--- config.mk ---
export PLATFORM = sky130hd
export DESIGN_NAME = trng_entropy_collector
export DESIGN_NICKNAME = d
export VERILOG_FILES = /design/src/rtl/trng_entropy_collector.sv
export SDC_FILE = /design/constraint.sdc
export NUM_CORES = 1
export LEC_CHECK = 0
export ABC_AREA = 1
export BUFFER_PORTS_ARGS = -buffer_cell sky130_fd_sc_hd__buf_2
export CORE_ASPECT_RATIO = 0.7
export CORE_MARGIN = 2
export CORE_UTILIZATION = 40
export DETAILED_ROUTE_END_ITERATION = 8
export PLACE_DENSITY = 0.57
export SLEW_MARGIN = 20
export SYNTH_ARGS = -nofsm -noshare
export SYNTH_HDL_FRONTEND = slang
export SYNTH_SLANG_ARGS = --single-unit
export TNS_END_PERCENT = 5
--- constraint.sdc ---
create_clock -name PCLK -period 2.2 [get_ports PCLK]
set_input_delay 0.33 -clock PCLK [delete_from_list [all_inputs] [get_ports PCLK]]
set_output_delay 0.33 -clock PCLK [all_outputs]
set_load 0.05 [all_outputs]
--- src/rtl/trng_entropy_collector.sv ---
// trng_entropy_collector
//   Conditions a raw ring-oscillator bit stream for the TRNG APB slave.
//   A von Neumann corrector removes bias from the raw bits.
//   A repetition-count health test watches the raw stream.
//   Accepted bits are assembled into an OUT_WIDTH-bit word and handed over
//   on the go/rand_out/done interface.
//
// Ports
//   PCLK        system clock, rising edge
//   PRESETn     asynchronous active-low reset
//   go          level request; high asks for collection
//   raw_bit     raw sampled bit, already synchronous to PCLK
//   raw_valid   raw_bit is a new sample this cycle
//   rand_out    last completed random word
//   done        one-cycle pulse when rand_out has been updated
//   busy        high while collecting
//   health_fail repetition-count failure flag, held while failed
//
// state   | meaning
// IDLE    | waiting for go; entry clears word, pair phase and RCT counter
// COLLECT | pairing raw samples, assembling the word, running the RCT
// FAIL    | RCT tripped; waits for go low before returning to IDLE

module trng_entropy_collector #(
  parameter int OUT_WIDTH  = 128,
  parameter int RCT_CUTOFF = 32
) (
  input  logic                 PCLK,
  input  logic                 PRESETn,
  input  logic                 go,
  input  logic                 raw_bit,
  input  logic                 raw_valid,
  output logic [OUT_WIDTH-1:0] rand_out,
  output logic                 done,
  output logic                 busy,
  output logic                 health_fail
);

  localparam int CNT_W = $clog2(OUT_WIDTH + 1);

  typedef enum logic [1:0] {IDLE, COLLECT, FAIL} state_t;

  state_t               state, state_next;
  logic [OUT_WIDTH-1:0] sreg;
  logic [CNT_W-1:0]     bit_cnt;
  logic                 phase;
  logic                 first_bit;
  logic                 prev_bit;
  logic [7:0]           rct_cnt;

  logic [7:0]           rct_next;
  logic                 rct_trip;
  logic                 accept;
  logic                 word_done;

  always_comb begin
    state_next = state;
    rct_next   = rct_cnt;
    rct_trip   = 1'b0;
    accept     = 1'b0;
    word_done  = 1'b0;
    unique case (state)
      IDLE: begin
        if (go) state_next = COLLECT;
      end
      COLLECT: begin
        if (raw_valid) begin
          // rct_cnt == 0 marks "no sample seen yet in this collection"
          if ((rct_cnt == 8'd0) || (raw_bit != prev_bit))
            rct_next = 8'd1;
          else if (rct_cnt != 8'(RCT_CUTOFF))
            rct_next = rct_cnt + 8'd1;
          rct_trip  = (rct_next == 8'(RCT_CUTOFF));
          accept    = phase && (raw_bit != first_bit);
          word_done = accept && (bit_cnt == CNT_W'(OUT_WIDTH - 1));
        end
        // abort beats a health trip, which beats completion
        if (!go)
          state_next = IDLE;
        else if (rct_trip)
          state_next = FAIL;
        else if (word_done)
          state_next = IDLE;
      end
      FAIL: begin
        if (!go) state_next = IDLE;
      end
      default: state_next = IDLE;
    endcase
  end

  always_ff @(posedge PCLK or negedge PRESETn) begin
    if (!PRESETn) begin
      state       <= IDLE;
      rand_out    <= '0;
      done        <= 1'b0;
      busy        <= 1'b0;
      health_fail <= 1'b0;
      sreg        <= '0;
      bit_cnt     <= '0;
      phase       <= 1'b0;
      first_bit   <= 1'b0;
      prev_bit    <= 1'b0;
      rct_cnt     <= 8'd0;
    end else begin
      state       <= state_next;
      busy        <= (state_next == COLLECT);
      health_fail <= (state_next == FAIL);
      done        <= 1'b0;
      case (state)
        IDLE: begin
          if (go) begin
            sreg    <= '0;
            bit_cnt <= '0;
            phase   <= 1'b0;
            rct_cnt <= 8'd0;
          end
        end
        COLLECT: begin
          if (go && !rct_trip && raw_valid) begin
            rct_cnt  <= rct_next;
            prev_bit <= raw_bit;
            phase    <= ~phase;
            if (!phase) first_bit <= raw_bit;
            if (accept) begin
              sreg    <= {sreg[OUT_WIDTH-2:0], first_bit};
              bit_cnt <= bit_cnt + CNT_W'(1);
            end
            if (word_done) begin
              rand_out <= {sreg[OUT_WIDTH-2:0], first_bit};
              done     <= 1'b1;
            end
          end
        end
        default: ;
      endcase
    end
  end

endmodule
; Word level (Yosys, flattened, before mapping)
; Cells that the tools add are included.
[word_totals]
ff_bits = 279
input_bits = 5
out_inout_bits = 131
elab_cells = 77
[op_classes]
addsub = 2
n_eq_ne = 13
n_mux = 35
bitwise_logic = 1
reduce_logical = 15
[op_table]
columns = op, n
row1 = 2-to-1 mux 127 bit, 3
row2 = case mux 127 bit (2 select lines), 1
row3 = 2-to-1 mux 8 bit, 9
row4 = case mux 8 bit (2 select lines), 2
row5 = "adder 8 x 1 -> 8 bit, second input constant", 2
row6 = 2-to-1 mux 1 bit, 13
row7 = 2-to-1 mux 2 bit, 5
row8 = AND reduction 3 bit, 3
row9 = "equality test 8 x 6 -> 1 bit, second input constant", 1
row10 = "equality test 8 x 7 -> 1 bit, second input constant", 1
row11 = logical NOT 8 bit, 1
row12 = "!= test 2 bit, second input constant", 4
row13 = "!= test 8 x 6 -> 1 bit, second input constant", 1
row14 = AND reduction 4 bit, 2
row15 = case mux 2 bit (3 select lines), 1
row16 = "equality test 2 x 1 -> 1 bit, second input constant", 2
row17 = "equality test 2 bit, second input constant", 2
row18 = logical AND 1 bit, 4
row19 = logical NOT 2 bit, 1
row20 = != test 1 bit, 2
row21 = case mux 1 bit (2 select lines), 1
row22 = AND reduction 2 bit, 1
row23 = nonzero test 2 bit, 1
row24 = logical NOT 1 bit, 1
row25 = other kinds (2), 2

; Logic depth before layout (Yosys ltp)
[depth]
word_depth = 14
depth_mapped = 17

; Worst setup path after synthesis
; Ideal clock, no wire load.
[synth_timing]
kind = register to register
startpoint = reg rct_cnt[0]
endpoint = reg sreg[100]
arrival_ns = 1.938
setup_slack_ns = 0.145
path_stages_with_launch = 17
path_cell_list = dfrtp_1 > inv_1 > ha_1 > nand2_1 > nor2_1 > nor2_2 > inv_1 > nor2_1 > nor2_2 > nand3_2 > nand2_4 > nand2_4 > nand2_2 > buf_6 > buf_6 > nand2_1 > nand2_1
[synth_via]
elab_chain_cells = 14
[synth_lines]
columns = element, line_no
row1 = "start, declared", 49  ; logic [7:0] rct_cnt;
row2 = "start signal, assigned", 121  ; rct_cnt <= rct_next;
row3 = adder 8 x 1 -> 8 bit (tied with other cells), 72  ; rct_next = rct_cnt + 8'd1;
row4 = 2-to-1 mux 8 bit or logical OR 1 bit (tied branches), "71, 69"
row5 = 2-to-1 mux 8 bit (*), 69  ; if ((rct_cnt == 8'd0) || (raw_bit != prev_bit))
row6 = 2-to-1 mux 8 bit (*), 67  ; if (raw_valid) begin
row7 = 2-to-1 mux 8 bit (*), 62  ; unique case (state)
row8 = equality test 8 x 6 -> 1 bit (*), 73  ; rct_trip = (rct_next == 8'(RCT_CUTOFF));
row9 = 2-to-1 mux 1 bit (*), 67
row10 = 2-to-1 mux 1 bit (*) (2 in a row), 62
row11 = logical NOT 1 bit (*), 120  ; if (go && !rct_trip && raw_valid) begin
row12 = logical AND 1 bit (*) (2 in a row), 120
row13 = != test 2 bit (no line) (*), -
row14 = AND reduction 4 bit (no line) (*), -
row15 = "end signal, assigned", 126  ; sreg <= {sreg[OUT_WIDTH-2:0], first_bit};
row16 = "end, declared", 44  ; logic [OUT_WIDTH-1:0] sreg;
; Every way passes the cells marked *; elsewhere a longest branch is shown, timed or not. The select of a mux whose other input is x is not followed.
; A chain may end at the register's enable or synchronous reset.

; Final worst setup path
[layout_timing]
startpoint = reg rct_cnt[1]
endpoint = reg sreg[70]
; Same word-level chain as after synthesis.

==> key figures <==
Outcome
  • Failing checks: negative setup slack
  • Run status: complete, but fails checks

Place
  • Global placement routability congestion: 0.864
  • Buffers on Ports: 135
  • Pre-CTS setup slack: -0.0958 ns
  • Placed Area: 13700 µm²
  • Post-Place Cells: 2055
  • Detailed Place HPWL: 18.1 mm

Finish
  • Most frequent cells in the layout: nand2_1, dfrtp_1, nor2_1
  • Share of cells above drive strength 1: 18.6%
  • Cell Count, Final, Fillers Out: 2140
  • Final core occ: 51.3%
  • Leading cell type in the layout, fill and taps excluded: nand2_1
  • Finished Cell Area: 15500 µm²
  • Nets: 1713
  • # fillers: 2931
  • FF/Latch Area: 6980 µm²
  • Area grow syn2layout: 25.2%
  • Antenna cell count: 0
  • Footprint of the multi-input gates: 4730 µm²

Synth
  • Gate Count Post-Synth: 1568
  • Xor/xnor share of the synthesized area: 0.494%
  • Avg Inst Size Synth: 7.91 µm²
  • Syn nets: 1576
  • Seq cells post-synth: 279
  • Yosys cell types: 27
  • Seq/Total Area, Yosys: 56.3%
  • Synth Area in Adders: 0.303%
  • Mapped Area: 12400 µm²
  • Synth Area in Compound Gates: 5.89%
  • Yosys warnings: 0
  • Mux contribution to synthesized area: 0%
  • Synth Area in Simple Gates: 28.7%
  • Largest family of logic cells by synthesized area: simple AND/OR/NAND/NOR gates

Clock tree
  • CTS HTree Levels: 1
  • Clock Latency Late Sink: 0.56 ns
  • Num CTS Buffers: 29
  • CTS root buffer: clkbuf_16
  • CTS tree: done
  • Max clock buf depth: 3
  • CTS clk-pin slew, worst paths: 0.06 ns
  • Clock sinks: 279

Die
  • Chip Height: 151 µm
  • I/O pins: 136
  • Num rows: 53
  • Starting Density: 41.0%
  • Die area: 32400 µm²
  • Die X: 214 µm
  • Core ar.: 30200 µm²

Drt
  • Vias per cell: 4.83
  • Drt first pass iters: 5
  • ANT nets after route: 0
  • DR vias: 10300
  • Final WL: 34.3 mm
  • WL per Instance: 16.0 µm
  • DRC viols: 0
  • Iteration-0 DRC Markers: 781

Power and ir drop
  • Pwr dens: 730 nW/µm²
  • Leakage: 8.50 nW
  • Max VDD drop: 0.490 mV
  • Total power: 11.3 mW

Worst setup path
  • CP Capture Type: flop
  • Worst reg-to-reg setup slack: -0.08 ns
  • Worst-path maximum fanout: 8
  • CP Launch Type: flop
  • Worst Path Required: 2.69 ns
  • Worst EP arrival: 2.77 ns
  • Critical path type: flop to flop

Timing
  • Relative slew slack: 51.9%
  • Endpoints failing setup: 204
  • Skew final: 0.0101 ns
  • RSZ-0062 raised after global routing: yes
  • Fin crit share: 104%
  • Fin. max-slew vios: 0
  • Least-Margin Pin Slew: 0.722 ns
  • Final WS setup: -0.0803 ns
  • Fmax: 0.439 GHz
  • Final hold vios: 0
  • Fin crit period: 2.28 ns

GRT
  • Initial antenna violation count: 0
  • GRT Total Usage: 19.4%
  • Maximum number of pins on one net before global-route repair: 136
  • Grt ovf: 0
  • Global-route wire length before repair: 51.8 mm
  • Vias in the first global route: 9761

Flow run
  • Max-cap viol count: 0

Hold path
  • Hold Path Class: input port to flop
==> flip-flops by register name (all words and copies together) (netlist names) <==
name         cells
phase            1
rand_out       128
prev_bit         1
health_fail      1
busy             1
state            2
sreg           127
first_bit        1
rct_cnt          8
bit_cnt          8
done             1
==> cell usage after synthesis <==
cell	n	share of area (%)
nor3_1	2	0.081
and3_1	1	0.050
xnor2_1	2	0.14
a21oi_1	3	0.12
inv_2	2	0.061
xor2_1	5	0.35
inv_1	145	4.4
nand2_1	569	17
nor2_1	155	4.7
clkbuf_1	59	1.8
o21ai_0	134	5.4
buf_2	33	1.3
nand3_1	149	6.0
buf_1	1	0.030
ha_1	3	0.30
nor3b_1	2	0.12
nand2_2	1	0.050
dfrtp_1	279	56
nand4_1	1	0.050
nor2_2	4	0.20
o22ai_1	4	0.20
nand2_4	2	0.18
o21bai_1	2	0.12
o21ai_1	1	0.040
nand3_2	1	0.081
buf_4	2	0.12
buf_6	6	0.54
==> critical path, stage by stage (launching register included) <==
cell and delay, ns:
dfrtp_2 0.46, inv_2 0.10, ha_4 0.14, nand2_2 0.07, nor2_4 0.13, nand2_1 0.09
nand3_2 0.09, nand3_2 0.10, nor2_4 0.15, nand3_4 0.11, nand2_8 0.12, nand2_8 0.12
nand2_8 0.20, clkbuf_16 0.20, nand2_1 0.05, nand2_1 0.06
==> metrics by stage <==
step	setup TNS, ns	hold WS (ns)
after floorplan	0	0.0344
after CTS	-9.49	0.0404
final	-7.25	0.0694
after global placement	-3.76	0.250
after detailed placement	-13.60	0.248
after global routing	-38.39	0.0532
==> final cells by class <==
class / instances / share of cell area [%]
timing repair buffer: 205 / 11.4
clock buffer: 47 / 5.69
clock inverter: 7 / 0.572
sequential: 279 / 45.0
inverter: 147 / 3.57
multi-input combinational: 1043 / 30.5
tap: 412 / 3.32
==> routing by layer <==
layer	global-route usage, %	wire [µm]	vias up
li1	-	-	5129
met1	29.6	17800	4994
met3	3.07	1310	38
met2	29.4	14700	168
met5	0	0	-
met4	3.75	559	0
==> kinds of logic (layout without fill, tap and decap cells) <==
logic type      Yosys count  after routing
fa+ha+maj                 3              3
simple gates            887            889
flops                   279            279
compound gates          144            144
buf+inv                 248            406
xor+xnor                  7              7
==> power by group <==
group / internal, mW / switching, mW / total (mW)
clock network: 2.97 / 2.05 / 5.01
logic: 0.333 / 0.716 / 1.05
registers: 5.19 / 0.0681 / 5.26
total: 8.49 / 2.83 / 11.3
==> final timing paths <==
check | from | cells past startpoint | to
min in group asynchronous | PRESETn | 2 | sreg[120]$_DFFE_PN0P_
max reg2reg | rct_cnt[1]$_DFFE_PN0P_ | 15 | sreg[70]$_DFFE_PN0P_
max | rct_cnt[1]$_DFFE_PN0P_ | 15 | sreg[70]$_DFFE_PN0P_
min reg2reg | rand_out[125]$_DFFE_PN0P_ | 2 | rand_out[125]$_DFFE_PN0P_
max in group asynchronous | PRESETn | 3 | sreg[92]$_DFFE_PN0P_
min | go | 3 | state[1]$_DFF_PN0_
==> what timing repair did <==
| item | 4_1_cts | 5_1_grt |
|---|---|---|
| hold endpoints to repair | 32 | 0 |
| setup endpoints to repair | 269 | 274 |
| pin swaps | 1 | 26 |
| setup buffers | 0 | 8 |
| resized for setup | 9 | 123 |
| hold buffers | 1 | 0 |
| cloned | 2 | 20 |
(Power assumes the default switching activity.)
